===== src/rtl/rpn_eval_ctrl.sv =====
// Reverse-Polish evaluator control stage: takes operand/operator tokens, drives the
// downstream LIFO's push/pop strobes, and pushes binary-op results back onto it.
module rpn_eval_ctrl #(
    parameter int WIDTH = 4,
    parameter int DEPTH = 8
) (
    input  logic                       clk,
    input  logic                       rstN,
    input  logic                       tok_valid,
    output logic                       tok_ready,
    input  logic                       tok_is_op,
    input  logic [WIDTH-1:0]           tok_data,
    output logic                       stk_push,
    output logic                       stk_pop,
    output logic [WIDTH-1:0]           stk_din,
    input  logic [WIDTH-1:0]           stk_dout,
    output logic                       res_valid,
    output logic [WIDTH-1:0]           res_data,
    output logic [$clog2(DEPTH+1)-1:0] level,
    input  logic                       err_clr,
    output logic                       err_ovf,
    output logic                       err_unf
);

    localparam int LW = $clog2(DEPTH+1);

    typedef enum logic [2:0] {
        IDLE,
        PUSH,
        POP_B,
        WAIT_B,
        POP_A,
        WAIT_A,
        PUSH_R
    } state_t;

    state_t           state_q, state_d;
    logic [LW-1:0]    level_q, level_d;
    logic [WIDTH-1:0] b_q, b_d;
    logic [WIDTH-1:0] din_q, din_d;
    logic [WIDTH-1:0] res_q, res_d;
    logic [1:0]       op_q, op_d;
    logic             push_q, push_d;
    logic             pop_q, pop_d;
    logic             rv_q, rv_d;
    logic             ovf_q, ovf_d;
    logic             unf_q, unf_d;
    logic             accept;
    logic             set_ovf;
    logic             set_unf;
    logic [WIDTH-1:0] alu;

    assign tok_ready = rstN && (state_q == IDLE);
    assign accept    = tok_valid && tok_ready;

    // stk_dout holds the deeper operand 'a' during WAIT_A; b was captured in WAIT_B.
    always_comb begin
        case (op_q)
            2'b00:   alu = stk_dout + b_q;
            2'b01:   alu = stk_dout - b_q;
            2'b10:   alu = stk_dout & b_q;
            default: alu = stk_dout | b_q;
        endcase
    end

    always_comb begin
        state_d = state_q;
        b_d     = b_q;
        din_d   = din_q;
        res_d   = res_q;
        op_d    = op_q;
        push_d  = 1'b0;
        pop_d   = 1'b0;
        rv_d    = 1'b0;
        set_ovf = 1'b0;
        set_unf = 1'b0;

        // level follows the stack itself: it moves on the edge that ends a strobe cycle
        level_d = level_q;
        if (push_q) begin
            level_d = level_q + LW'(1);
        end else if (pop_q) begin
            level_d = level_q - LW'(1);
        end

        case (state_q)
            IDLE: begin
                if (accept) begin
                    if (!tok_is_op) begin
                        if (level_q < LW'(DEPTH)) begin
                            state_d = PUSH;
                            push_d  = 1'b1;
                            din_d   = tok_data;
                        end else begin
                            set_ovf = 1'b1;
                        end
                    end else begin
                        if (level_q < LW'(2)) begin
                            set_unf = 1'b1;
                        end else begin
                            state_d = POP_B;
                            pop_d   = 1'b1;
                            op_d    = tok_data[1:0];
                        end
                    end
                end
            end
            PUSH:   state_d = IDLE;
            POP_B:  state_d = WAIT_B;
            WAIT_B: begin
                b_d     = stk_dout;
                state_d = POP_A;
                pop_d   = 1'b1;
            end
            POP_A:  state_d = WAIT_A;
            WAIT_A: begin
                state_d = PUSH_R;
                push_d  = 1'b1;
                din_d   = alu;
                res_d   = alu;
                rv_d    = 1'b1;
            end
            PUSH_R: state_d = IDLE;
            default: state_d = IDLE;
        endcase

        ovf_d = set_ovf | (ovf_q & ~err_clr);
        unf_d = set_unf | (unf_q & ~err_clr);
    end

    always_ff @(posedge clk) begin
        if (!rstN) begin
            state_q <= IDLE;
            level_q <= '0;
            b_q     <= '0;
            din_q   <= '0;
            res_q   <= '0;
            op_q    <= '0;
            push_q  <= 1'b0;
            pop_q   <= 1'b0;
            rv_q    <= 1'b0;
            ovf_q   <= 1'b0;
            unf_q   <= 1'b0;
        end else begin
            state_q <= state_d;
            level_q <= level_d;
            b_q     <= b_d;
            din_q   <= din_d;
            res_q   <= res_d;
            op_q    <= op_d;
            push_q  <= push_d;
            pop_q   <= pop_d;
            rv_q    <= rv_d;
            ovf_q   <= ovf_d;
            unf_q   <= unf_d;
        end
    end

    assign stk_push  = push_q;
    assign stk_pop   = pop_q;
    assign stk_din   = din_q;
    assign res_valid = rv_q;
    assign res_data  = res_q;
    assign level     = level_q;
    assign err_ovf   = ovf_q;
    assign err_unf   = unf_q;

endmodule


===== config.mk =====
export PLATFORM = sky130hd
export DESIGN_NAME = rpn_eval_ctrl
export DESIGN_NICKNAME = d
export VERILOG_FILES = /design/src/rtl/rpn_eval_ctrl.sv
export SDC_FILE = /design/constraint.sdc
export NUM_CORES = 1
export LEC_CHECK = 0
export CORE_UTILIZATION = 40
export DETAILED_ROUTE_END_ITERATION = 16
export PLACE_DENSITY = 0.64
export SKIP_LAST_GASP = 1
export SYNTH_ARGS = -nofsm -noshare
export SYNTH_HDL_FRONTEND = slang
export SYNTH_SLANG_ARGS = --single-unit

===== constraint.sdc =====
create_clock -name clk -period 7.05 [get_ports clk]
set_input_delay 2.115 -clock clk [delete_from_list [all_inputs] [get_ports clk]]
set_output_delay 2.115 -clock clk [all_outputs]
set_load 0.03 [all_outputs]

==> run_results.csv <==
group,metric,value,unit
timing,rsz0062_at_grt,"no",
floorplan,rows,21,
routing,first_iter_violations,101,
final_layout,final_area,0.00186,mm2
floorplan,io_pins,31,
routing,ant_nets,0,
floorplan,die_area,0.00393,mm2
cts,clkSinkCount,26,
floorplan,dieWidth,62.7,um
power,p_comb_frac,0.220,
final_layout,nets,235,
placed_design,placed_area,0.00181,mm2
logic_synthesis,synth-async-reset-ratio,0,
floorplan,die_h,62.7,um
worst_setup_path,crit_fanout,17,
routing,wl_per_cell,13.0,um
timing,relSlewSlack,0.676,
placed_design,port_buffers,30,
routing,viasPerCell,5.23,
timing,fin_skew,0.00251,ns
logic_synthesis,ys_types,40,
global_routing,grt-ovfl-total,0,
global_routing,grt_max_degree,18,
worst_hold_path,min_path_type,"flop to flop",
power,vdd_ir_drop_max,0.112,mV
timing,period_share,0.839,
floorplan,core,0.00344,mm2
worst_setup_path,critPathKind,"input port to output pin",
worst_setup_path,cp_data_arrival_time,3.80,ns
worst_setup_path,end_kind,"output pin",
worst_setup_path,cp-start-kind,"input port",
logic_synthesis,synth_area,0.00147,mm2
cts,cts_tree,"built",
job,maxCapViolations,0,
cts,cts_max_path_buffers,2,
global_routing,antenna_found_initial,0,
cts,numCtsBuffers,3,
routing,drtPass1Iterations,4,
cts,clk_pin_slew,0.08,ns
floorplan,start_util,0.427,
timing,setup_viol,0,
cts,clockRootBuffer,"clkbuf_8",
cts,postCtsSetupBuffers,0,
routing,dr_total_vias,1338,
worst_setup_path,required,4.93,ns
cts,cts_max_level,1,
final_layout,area_growth,26.6,%
worst_setup_path,reg2regPathDepth,9,
routing,post-route-drc-count,0,
routing,routed_wl,3320,um
logic_synthesis,yosysWarnings,0,
logic_synthesis,avgSynthCellArea,8.17,um2
cts,cts_hold_buf,0,
final_layout,drive_gt1_frac,0.0571,
placed_design,gp_congestion,0.806,
worst_hold_path,hold_path_depth,2,
logic_synthesis,synthCells,180,
timing,tightest_slew,0.483,ns
placed_design,dp_hpwl,2590,um
power,leakage,0.734,nW
power,p_clk_frac,0.289,
logic_synthesis,syn_nets,204,
power,power_switching,0.0891,mW
timing,max_freq,169,MHz
cts,ctsResizeCount,0,
worst_setup_path,r2r_slack,4.37,ns
global_routing,track_usage,0.176,
logic_synthesis,synth-edff-count,0,
logic_synthesis,synth_flop_cell,"dfxtp_1",
global_routing,grt_pass1_vias,1240,
timing,setup-tns-final,0,ns
logic_synthesis,seq_area_frac_synth,0.354,
power,p_sw_frac,0.275,
timing,period_needed,5.91,ns
power,seqPwrFrac,0.491,
logic_synthesis,synth_seq_cells,26,
timing,slew_viol_final,0,
final_layout,n_antenna_cell,0,
timing,hold_viol,0,
cts,worstSkewPairLatency,0.27,ns
status,status,"complete, no violations",
power,power_density,174,mW/mm2
power,intPower,0.235,mW
global_routing,grt_pass1_wl,5650,um
## cell usage in the layout, fill, tap and decap left out
cell type / Yosys / final
a41oi_1: 1 / 1
a221oi_2: 1 / 1
maj3_1: 2 / 2
a211oi_1: 2 / 2
a21boi_1: 1 / 1
ha_1: 9 / 9
or3_1: 2 / 2
clkdlybuf4s50_1: 0 / 30
clkbuf_8: 0 / 4
or2_2: 1 / 1
nor2b_1: 1 / 1
xor2_1: 4 / 4
dfxtp_1: 26 / 26
buf_4: 0 / 1
inv_1: 9 / 9
o21ai_0: 10 / 10
fa_1: 2 / 2
xnor2_1: 1 / 1
or3b_1: 1 / 1
o211ai_1: 1 / 1
a31o_1: 1 / 1
nor4_1: 1 / 1
o31ai_1: 1 / 1
nor3_2: 3 / 3
mux2i_1: 8 / 8
nor3_1: 7 / 7
a21oi_1: 19 / 19
nor2_1: 28 / 28
a31oi_1: 1 / 1
nand3_1: 3 / 3
nor4b_1: 1 / 1
a21o_2: 1 / 1
a21o_1: 1 / 1
nand2b_1: 1 / 1
nand3b_1: 1 / 1
nand2_1: 18 / 18
clkinv_1: 2 / 2
and3b_2: 1 / 1
o221ai_1: 1 / 1
and3_1: 2 / 2
## cell type report
class	instances	area (um2)
fillers	326	1580
multi-input cells	138	881
flip-flops and latches	26	520
repair buffers	31	308
well taps	46	57.6
clock buffers	4	55.1
inverters	11	41.3
## power by group through the flow
stage / Combinational [mW] / Clock (mW) / Sequential, mW
floorplan: 0.0384 / 0 / 0.169
global placement: 0.0696 / 0 / 0.162
detailed placement: 0.0712 / 0 / 0.162
CTS: 0.0717 / 0.0967 / 0.159
global route: 0.0785 / 0.104 / 0.160
finish: 0.0712 / 0.0936 / 0.159
## worst paths after layout
check               from     endpoint
max                 rstN    tok_ready
min          res_data[1]  res_data[1]
max reg2reg      op_q[1]   stk_din[3]
min reg2reg  res_data[1]  res_data[1]
## registers in the layout (all words and copies together), names as in the netlist
| name | cells |
|---|---|
| err_unf | 1 |
| stk_push | 1 |
| state_q | 3 |
| res_data | 4 |
| res_valid | 1 |
| stk_pop | 1 |
| stk_din | 4 |
| b_q | 4 |
| op_q | 2 |
| err_ovf | 1 |
| level | 4 |
## synthesized netlist by cell type, types with 2 or more instances
cell | instances | area (um2)
nand3_1 | 3 | 15.0
clkinv_1 | 2 | 7.51
a211oi_1 | 2 | 15.0
mux2i_1 | 8 | 80.1
dfxtp_1 | 26 | 521
buf_2 | 2 | 10.0
ha_1 | 9 | 113
nor3_2 | 3 | 30.0
nor3_1 | 7 | 35.0
xor2_1 | 4 | 35.0
o21ai_0 | 10 | 50.1
clkbuf_1 | 2 | 7.51
nor2_1 | 28 | 105
nand2_1 | 18 | 67.6
inv_1 | 9 | 33.8
maj3_1 | 2 | 20.0
fa_1 | 2 | 40.0
or3_1 | 2 | 12.5
and3_1 | 2 | 12.5
a21oi_1 | 19 | 95.1
## layer usage
| layer | GRT usage | up-vias | routed length [um] |
|---|---|---|---|
| li1 | - | 683 | - |
| met1 | 0.231 | 625 | 1610 |
| met2 | 0.291 | 27 | 1570 |
| met3 | 0.0420 | 3 | 130 |
| met4 | 0.0407 | 0 | 10 |
| met5 | 0 | - | 0 |
## worst max-delay path: stages
cell and delay, ns:
clkdlybuf4s50_1 0.60, clkinv_1 0.09, buf_4 0.20, nor2_1 0.11, clkdlybuf4s50_1 0.67
## metrics by stage
| stage | total power [mW] | hold WS (ns) | worst slack, ns | cells | utilization |
|---|---|---|---|---|---|
| 2_1_floorplan | 0.208 | 0.449 | 2.01 | 180 | - |
| 3_3_place_gp | 0.232 | 0.454 | 1.14 | 252 | 0.525 |
| 3_5_place_dp | 0.234 | 0.471 | 1.15 | 252 | 0.525 |
| 4_1_cts | 0.327 | 0.495 | 1.13 | 256 | 0.541 |
| 5_1_grt | 0.342 | 0.510 | 1.04 | 256 | 0.541 |
| 6_report | 0.324 | 0.482 | 1.14 | 256 | 0.541 |
## logic make-up after synthesis
| logic type | count (synthesis) | synth area share |
|---|---|---|
| and+or+nand+nor | 71 | 0.230 |
| AOI/OAI and AO/OA | 41 | 0.168 |
| DFF | 26 | 0.354 |
| buffers and inverters | 16 | 0.0476 |
| adders and majority gates | 13 | 0.117 |
| muxes | 8 | 0.0544 |
| xor gates and xnor gates | 5 | 0.0298 |
Power figures use the tool's default switching activity.
